**src/rtl/cam_pkg.sv**
```systemverilog
// Shared definitions for the camera capture front end and the Sobel path.
//   cap_state_e  : capture FSM states
//   CAM_H_ACTIVE : active pixels per line
//   CAM_V_ACTIVE : active lines per frame
//   rgb565_t     : packed {R5,G6,B5} pixel
//   ERR_*        : bit positions inside the sticky error vector
package cam_pkg;

  localparam int unsigned CAM_H_ACTIVE = 640;
  localparam int unsigned CAM_V_ACTIVE = 480;

  localparam int unsigned ERR_BAD_FRAME = 0;
  localparam int unsigned ERR_BAD_LINE  = 1;
  localparam int unsigned ERR_OVERFLOW  = 2;

  typedef enum logic [2:0] {
    WAIT_VS,
    VS_HIGH,
    LINE_WAIT,
    BYTE_HI,
    BYTE_LO
  } cap_state_e;

  typedef struct packed {
    logic [4:0] r;
    logic [5:0] g;
    logic [4:0] b;
  } rgb565_t;

endpackage

```
**src/rtl/rgb565_to_gray.sv**
```systemverilog
// Combinational RGB565 -> 8-bit luma.
// Each channel is widened to 8 bits by replicating its top bits, then
// gray = (R*77 + G*150 + B*29) >> 8 using a 16-bit sum (max 65280).
//   pix_i  : RGB565 pixel
//   gray_o : 8-bit grayscale value
module rgb565_to_gray
  import cam_pkg::*;
(
  input  rgb565_t    pix_i,
  output logic [7:0] gray_o
);

  logic [7:0]  w_r8;
  logic [7:0]  w_g8;
  logic [7:0]  w_b8;
  logic [15:0] w_sum;

  assign w_r8  = {pix_i.r, pix_i.r[4:2]};
  assign w_g8  = {pix_i.g, pix_i.g[5:4]};
  assign w_b8  = {pix_i.b, pix_i.b[4:2]};
  assign w_sum = w_r8 * 16'd77 + w_g8 * 16'd150 + w_b8 * 16'd29;

  assign gray_o = w_sum[15:8];

endmodule

```
**src/rtl/cam_capture.sv**
```systemverilog
// OV7670 capture front end. Samples vsync/href/data on the pixel clock,
// packs byte pairs (high byte first) into RGB565 pixels, tracks x/y and
// strobes each pixel towards the SDRAM write FIFO together with its gray value.
//   clk_i, rst_ni         : pixel clock, async active-low reset
//   en_i                  : capture enable (rising edge clears err_o)
//   cam_vsync_i/href_i    : frame sync (high = blanking) / line valid
//   cam_data_i            : pixel byte
//   fifo_full_i           : downstream FIFO full (no backpressure, flags overflow)
//   pix_o, gray_o         : RGB565 pixel and its 8-bit luma
//   pix_valid_o           : one-cycle write strobe
//   x_o, y_o              : position of pix_o
//   sof_o, eof_o          : first / last pixel of a complete frame
//   err_o                 : sticky {overflow, bad_line, bad_frame}
module cam_capture
  import cam_pkg::*;
#(
  parameter int unsigned H_ACTIVE = CAM_H_ACTIVE,
  parameter int unsigned V_ACTIVE = CAM_V_ACTIVE,
  parameter int unsigned XW       = 10,
  parameter int unsigned YW       = 9
)(
  input  logic          clk_i,
  input  logic          rst_ni,
  input  logic          en_i,
  input  logic          cam_vsync_i,
  input  logic          cam_href_i,
  input  logic [7:0]    cam_data_i,
  input  logic          fifo_full_i,
  output logic [15:0]   pix_o,
  output logic [7:0]    gray_o,
  output logic          pix_valid_o,
  output logic [XW-1:0] x_o,
  output logic [YW-1:0] y_o,
  output logic          sof_o,
  output logic          eof_o,
  output logic [2:0]    err_o
);

  localparam logic [XW-1:0] X_END  = XW'(H_ACTIVE);
  localparam logic [XW-1:0] X_LAST = XW'(H_ACTIVE - 1);
  localparam logic [YW-1:0] Y_END  = YW'(V_ACTIVE);
  localparam logic [YW-1:0] Y_LAST = YW'(V_ACTIVE - 1);

  logic          r_vs;
  logic          r_vs_q;
  logic          r_href;
  logic [7:0]    r_data;
  logic          r_en_q;
  logic [7:0]    r_hi;
  cap_state_e    r_state;
  logic [XW-1:0] r_x;
  logic [YW-1:0] r_y;
  logic          r_long;

  logic          w_vs_rise;
  logic          w_vs_fall;
  logic          w_en_rise;
  logic          w_in_frame;
  rgb565_t       w_pix;
  logic [7:0]    w_gray;

  // Input sampling stage; vsync gets a second flop for edge detection.
  always_ff @(posedge clk_i or negedge rst_ni) begin
    if (!rst_ni) begin
      r_vs   <= 1'b0;
      r_vs_q <= 1'b0;
      r_href <= 1'b0;
      r_data <= '0;
      r_en_q <= 1'b0;
    end else begin
      r_vs   <= cam_vsync_i;
      r_vs_q <= r_vs;
      r_href <= cam_href_i;
      r_data <= cam_data_i;
      r_en_q <= en_i;
    end
  end

  assign w_vs_rise  = r_vs & ~r_vs_q;
  assign w_vs_fall  = ~r_vs & r_vs_q;
  assign w_en_rise  = en_i & ~r_en_q;
  assign w_in_frame = (r_y < Y_END);
  assign w_pix      = rgb565_t'({r_hi, r_data});

  rgb565_to_gray u_gray (
    .pix_i  (w_pix),
    .gray_o (w_gray)
  );

  always_ff @(posedge clk_i or negedge rst_ni) begin
    if (!rst_ni) begin
      r_state     <= WAIT_VS;
      r_hi        <= '0;
      r_x         <= '0;
      r_y         <= '0;
      r_long      <= 1'b0;
      pix_o       <= '0;
      gray_o      <= '0;
      pix_valid_o <= 1'b0;
      x_o         <= '0;
      y_o         <= '0;
      sof_o       <= 1'b0;
      eof_o       <= 1'b0;
      err_o       <= '0;
    end else begin
      pix_valid_o <= 1'b0;
      sof_o       <= 1'b0;
      eof_o       <= 1'b0;

      // en_i can only rise after a cycle with en_i low, during which no
      // pixel was strobed, so the clear never races the overflow set.
      if (w_en_rise) begin
        err_o <= '0;
      end
      if (pix_valid_o && fifo_full_i) begin
        err_o[ERR_OVERFLOW] <= 1'b1;
      end

      if (!en_i) begin
        r_state <= WAIT_VS;
      end else begin
        case (r_state)
          WAIT_VS: begin
            if (w_vs_rise) begin
              r_state <= VS_HIGH;
            end
          end

          VS_HIGH: begin
            if (w_vs_fall) begin
              r_state <= LINE_WAIT;
              r_x     <= '0;
              r_y     <= '0;
              r_long  <= 1'b0;
            end
          end

          LINE_WAIT, BYTE_HI, BYTE_LO: begin
            if (w_vs_rise) begin
              // vsync wins even with href high; a short frame is flagged.
              if (w_in_frame) begin
                err_o[ERR_BAD_FRAME] <= 1'b1;
              end
              r_state <= VS_HIGH;
            end else if (r_state == LINE_WAIT) begin
              // The sampled byte on the first href-high cycle is already
              // the high byte, so it is latched here rather than in BYTE_HI.
              if (r_href) begin
                r_hi    <= r_data;
                r_state <= BYTE_LO;
              end
            end else if (!r_href) begin
              // End of line: short, long or odd-length lines are flagged.
              if (w_in_frame) begin
                if ((r_state == BYTE_LO) || r_long || (r_x != X_END)) begin
                  err_o[ERR_BAD_LINE] <= 1'b1;
                end
                r_y <= r_y + 1'b1;
              end
              r_x     <= '0;
              r_long  <= 1'b0;
              r_state <= LINE_WAIT;
            end else if (r_state == BYTE_HI) begin
              r_hi    <= r_data;
              r_state <= BYTE_LO;
            end else begin
              r_state <= BYTE_HI;
              if (w_in_frame) begin
                if (r_x == X_END) begin
                  r_long <= 1'b1;
                end else begin
                  pix_o       <= w_pix;
                  gray_o      <= w_gray;
                  pix_valid_o <= 1'b1;
                  x_o         <= r_x;
                  y_o         <= r_y;
                  sof_o       <= (r_x == '0) && (r_y == '0);
                  eof_o       <= (r_x == X_LAST) && (r_y == Y_LAST);
                  r_x         <= r_x + 1'b1;
                end
              end
            end
          end

          default: r_state <= WAIT_VS;
        endcase
      end
    end
  end

endmodule
```
**config.mk**
```make
export PLATFORM = sky130hd
export DESIGN_NAME = cam_capture
export DESIGN_NICKNAME = d
export VERILOG_FILES = /design/src/rtl/cam_pkg.sv /design/src/rtl/rgb565_to_gray.sv /design/src/rtl/cam_capture.sv
export SDC_FILE = /design/constraint.sdc
export NUM_CORES = 1
export LEC_CHECK = 0
export CAP_MARGIN = 20
export CORE_MARGIN = 2
export CORE_UTILIZATION = 55
export CTS_CLUSTER_SIZE = 25
export DETAILED_ROUTE_END_ITERATION = 8
export GPL_TIMING_DRIVEN = 0
export PLACE_DENSITY = 0.85
export SETUP_SLACK_MARGIN = 0.15
export SKIP_LAST_GASP = 1
export SYNTH_ARGS = -nofsm -noshare
export SYNTH_HDL_FRONTEND = slang
export SYNTH_HIERARCHICAL = 1
export SYNTH_SLANG_ARGS = --single-unit
```
**constraint.sdc**
```tcl
create_clock -name clk_i -period 18.9 [get_ports clk_i]
set_input_delay 4.725 -clock clk_i [delete_from_list [all_inputs] [get_ports clk_i]]
set_output_delay 4.725 -clock clk_i [all_outputs]
set_load 0.02 [all_outputs]
```
==> flow_summary.json <==
{
  "grt_max_degree": 58,
  "drv_slew": 0,
  "dpl.hpwl_um": 11800,
  "post-route-period-util_pct": 35.5,
  "drt_first_pass_iters": 6,
  "grt_pass1_vias": 5575,
  "syn_area_per_cell_um2": 9.50,
  "ys_seq_area_share_pct": 32.6,
  "clkTransAtPathRegs_ps": 60,
  "htreeDepth": 3,
  "cts_hold_buf": 0,
  "gr-total-overflow": 0,
  "synth_nets": 898,
  "ys_top_cells_by_count": "nand2_1, inv_1, dfrtp_1, ha_1, fa_1",
  "root_buffer": "clkbuf_16",
  "cp.required_ps": 19190,
  "route.detailed.drc": 0,
  "ant_nets": 0,
  "ys_ff_latch": 92,
  "layout-drive-gt1-share_pct": 5.23,
  "netlist_area_um2": 7060,
  "rsz0062_at_grt": "false",
  "rows": 41,
  "vias_per_cell": 5.50,
  "initial_core_util_pct": 56.1,
  "criticalPathCategory": "reg -> reg",
  "crit_arrival_ps": 6990,
  "critPathMaxStageDelay_ps": 670,
  "worstSkewPairLatency_ps": 350,
  "synth_area_leaders": "dfrtp_1, ha_1, fa_1, nand2_1, inv_1",
  "worstHoldPathType": "reg -> reg",
  "crit_slowest_cell": "dfrtp_1",
  "fin_util_pct": 65.6,
  "dieHeight_um": 117,
  "post-cts-setup-buffers": 0,
  "syn_inst": 743,
  "synth_ff_type": "dfrtp_1",
  "nets": 972,
  "cts.repair.resized": 0,
  "endpoint_kind": "register",
  "yosysTopAreaCell": "dfrtp_1",
  "max_cap_violations": 0,
  "post_drt_wl_per_cell_um": 15.7,
  "synth_top_area_share_pct": 32.6,
  "critPathBufInv": 4,
  "numCtsBuffers": 9,
  "worst_slack_ps": 12190,
  "setup-tns-final_ps": 0,
  "numClockSinks": 92,
  "status": "complete, no violations",
  "tritoncts": "built",
  "die_w_um": 117,
  "cts.path.max_buffers": 2,
  "cp_top_family": "adder cells",
  "yosys_warnings": 6,
  "power_mw": 1.50,
  "num_io_pins": 63,
  "io_buffers": 62,
  "setup_viol": 0,
  "yosysMostFrequentCell": "nand2_1",
  "yosysUniqueCellTypes": 58,
  "synth-edff-count": 0,
  "path_max_fanout": 10,
  "pre_cts_slack_ps": 12140,
  "grt_pass1_wl_um": 27000,
  "die-area_um2": 13800,
  "track_usage_pct": 25.2,
  "power_density_nw_per_um2": 182,
  "start_kind": "register",
  "totalWireLength_um": 15600,
  "max_slew_margin_pct": 50.4,
  "layout_min_cycle_time_ps": 6710,
  "diodes": 0,
  "fin_worst_skew_ps": 8.27,
  "hold_viol_final": 0,
  "antenna_found_initial": 0,
  "vdd_drop_max_mv": 0.194,
  "core-area_um2": 12600,
  "async_flop_share_pct": 100,
  "syn2layout_area_growth_pct": 16.8,
  "worst_pin_slew_ps": 739,
  "max_freq_mhz": 149,
  "num_vias": 5471,
  "gp_congestion": 0.897,
  "drt-initial-drc-count": 430,
  "p_leak_nw": 4.22
}
==> layer usage <==
metal	up-vias	share of wire (%)	GRT usage (%)
li1	2604	-	-
met1	2657	46	36.2
met2	179	46	39.5
met3	31	5.4	4.63
met4	0	1.9	7.06
met5	-	0	0
==> cells by family (layout without fill, tap and decap cells) <==
kind of cell / after synthesis / count (layout) / share of synthesized area (%)
compound gates: 100 / 100 / 10.0
xor+xnor: 19 / 19 / 2.46
fa+ha+maj: 141 / 141 / 30.7
buf+inv: 122 / 201 / 6.58
flops: 92 / 92 / 32.6
mux: 1 / 1 / 0.142
simple gates: 268 / 268 / 17.4
==> placed cells by master, fill, tap and decap left out, types with 3 or more instances in the layout <==
cell type,instances
nand4_1,9
nor2_1,29
a21oi_1,20
a21o_1,8
dfrtp_1,92
xor2_1,9
or4_1,4
fa_1,54
clkbuf_16,9
o221ai_1,3
nand2b_1,8
o211ai_1,6
nor4_1,4
nand3_1,10
ha_1,87
nor2b_1,6
nor3_1,7
o21ai_2,3
a31oi_1,7
o31ai_1,6
buf_2,5
o21ai_0,25
and3_1,3
nand2_1,174
clkdlybuf4s50_1,61
inv_1,101
xnor2_1,9
clkbuf_1,14
==> area by class of cell <==
cell class              count  area (µm²)
flip-flops and latches     92        2300
fillers                   954        4320
inverters                 103         387
multi-input cells         529        4290
clock inverters             6        87.6
clock buffers              10         239
plain buffers              19        77.6
repair buffers             63         646
well taps                 172         215
==> per-stage QoR <==
stage | instance area, µm² | instances | hold WS (ps)
global route | 8240 | 994 | 474
global placement | 7890 | 977 | 427
detailed placement | 7920 | 978 | 437
CTS | 8240 | 994 | 448
floorplan | 7060 | 743 | 408
finish | 8240 | 994 | 450
==> registers in the layout, summed over array words and instances, names as in the netlist, 3 cells and up <==
| signal | cells |
|---|---|
| gray_o | 8 |
| r_state | 3 |
| pix_o | 16 |
| r_x | 10 |
| y_o | 9 |
| r_hi | 8 |
| r_y | 9 |
| err_o | 3 |
| r_data | 8 |
| x_o | 10 |
==> final timing paths <==
kind                                     startpoint                     to  slack (ps)  cells past startpoint
worst max-delay path            r_hi[1]$_DFFE_PN0P_  gray_o[7]$_DFFE_PN0P_       12190                     25
worst max register to register  r_hi[1]$_DFFE_PN0P_  gray_o[7]$_DFFE_PN0P_       12190                     25
worst min register to register       r_vs$_DFF_PN0_       r_vs_q$_DFF_PN0_         450                      0
worst min-delay path                 r_vs$_DFF_PN0_       r_vs_q$_DFF_PN0_         450                      0
min in group asynchronous                    rst_ni       r_vs_q$_DFF_PN0_        4330                      1
max in group asynchronous                    rst_ni     r_x[8]$_DFFE_PN0P_       13950                      2
==> power breakdown <==
| group | internal (mW) | total (mW) | switching [mW] | leakage, nW |
|---|---|---|---|---|
| Sequential | 0.208 | 0.230 | 0.0212 | 1.25 |
| Combinational | 0.455 | 1.07 | 0.618 | 2.82 |
| Clock | 0.119 | 0.196 | 0.0762 | 0.162 |
| Total | 0.783 | 1.50 | 0.715 | 4.22 |
No activity file was read; power rests on OpenSTA's default activity.
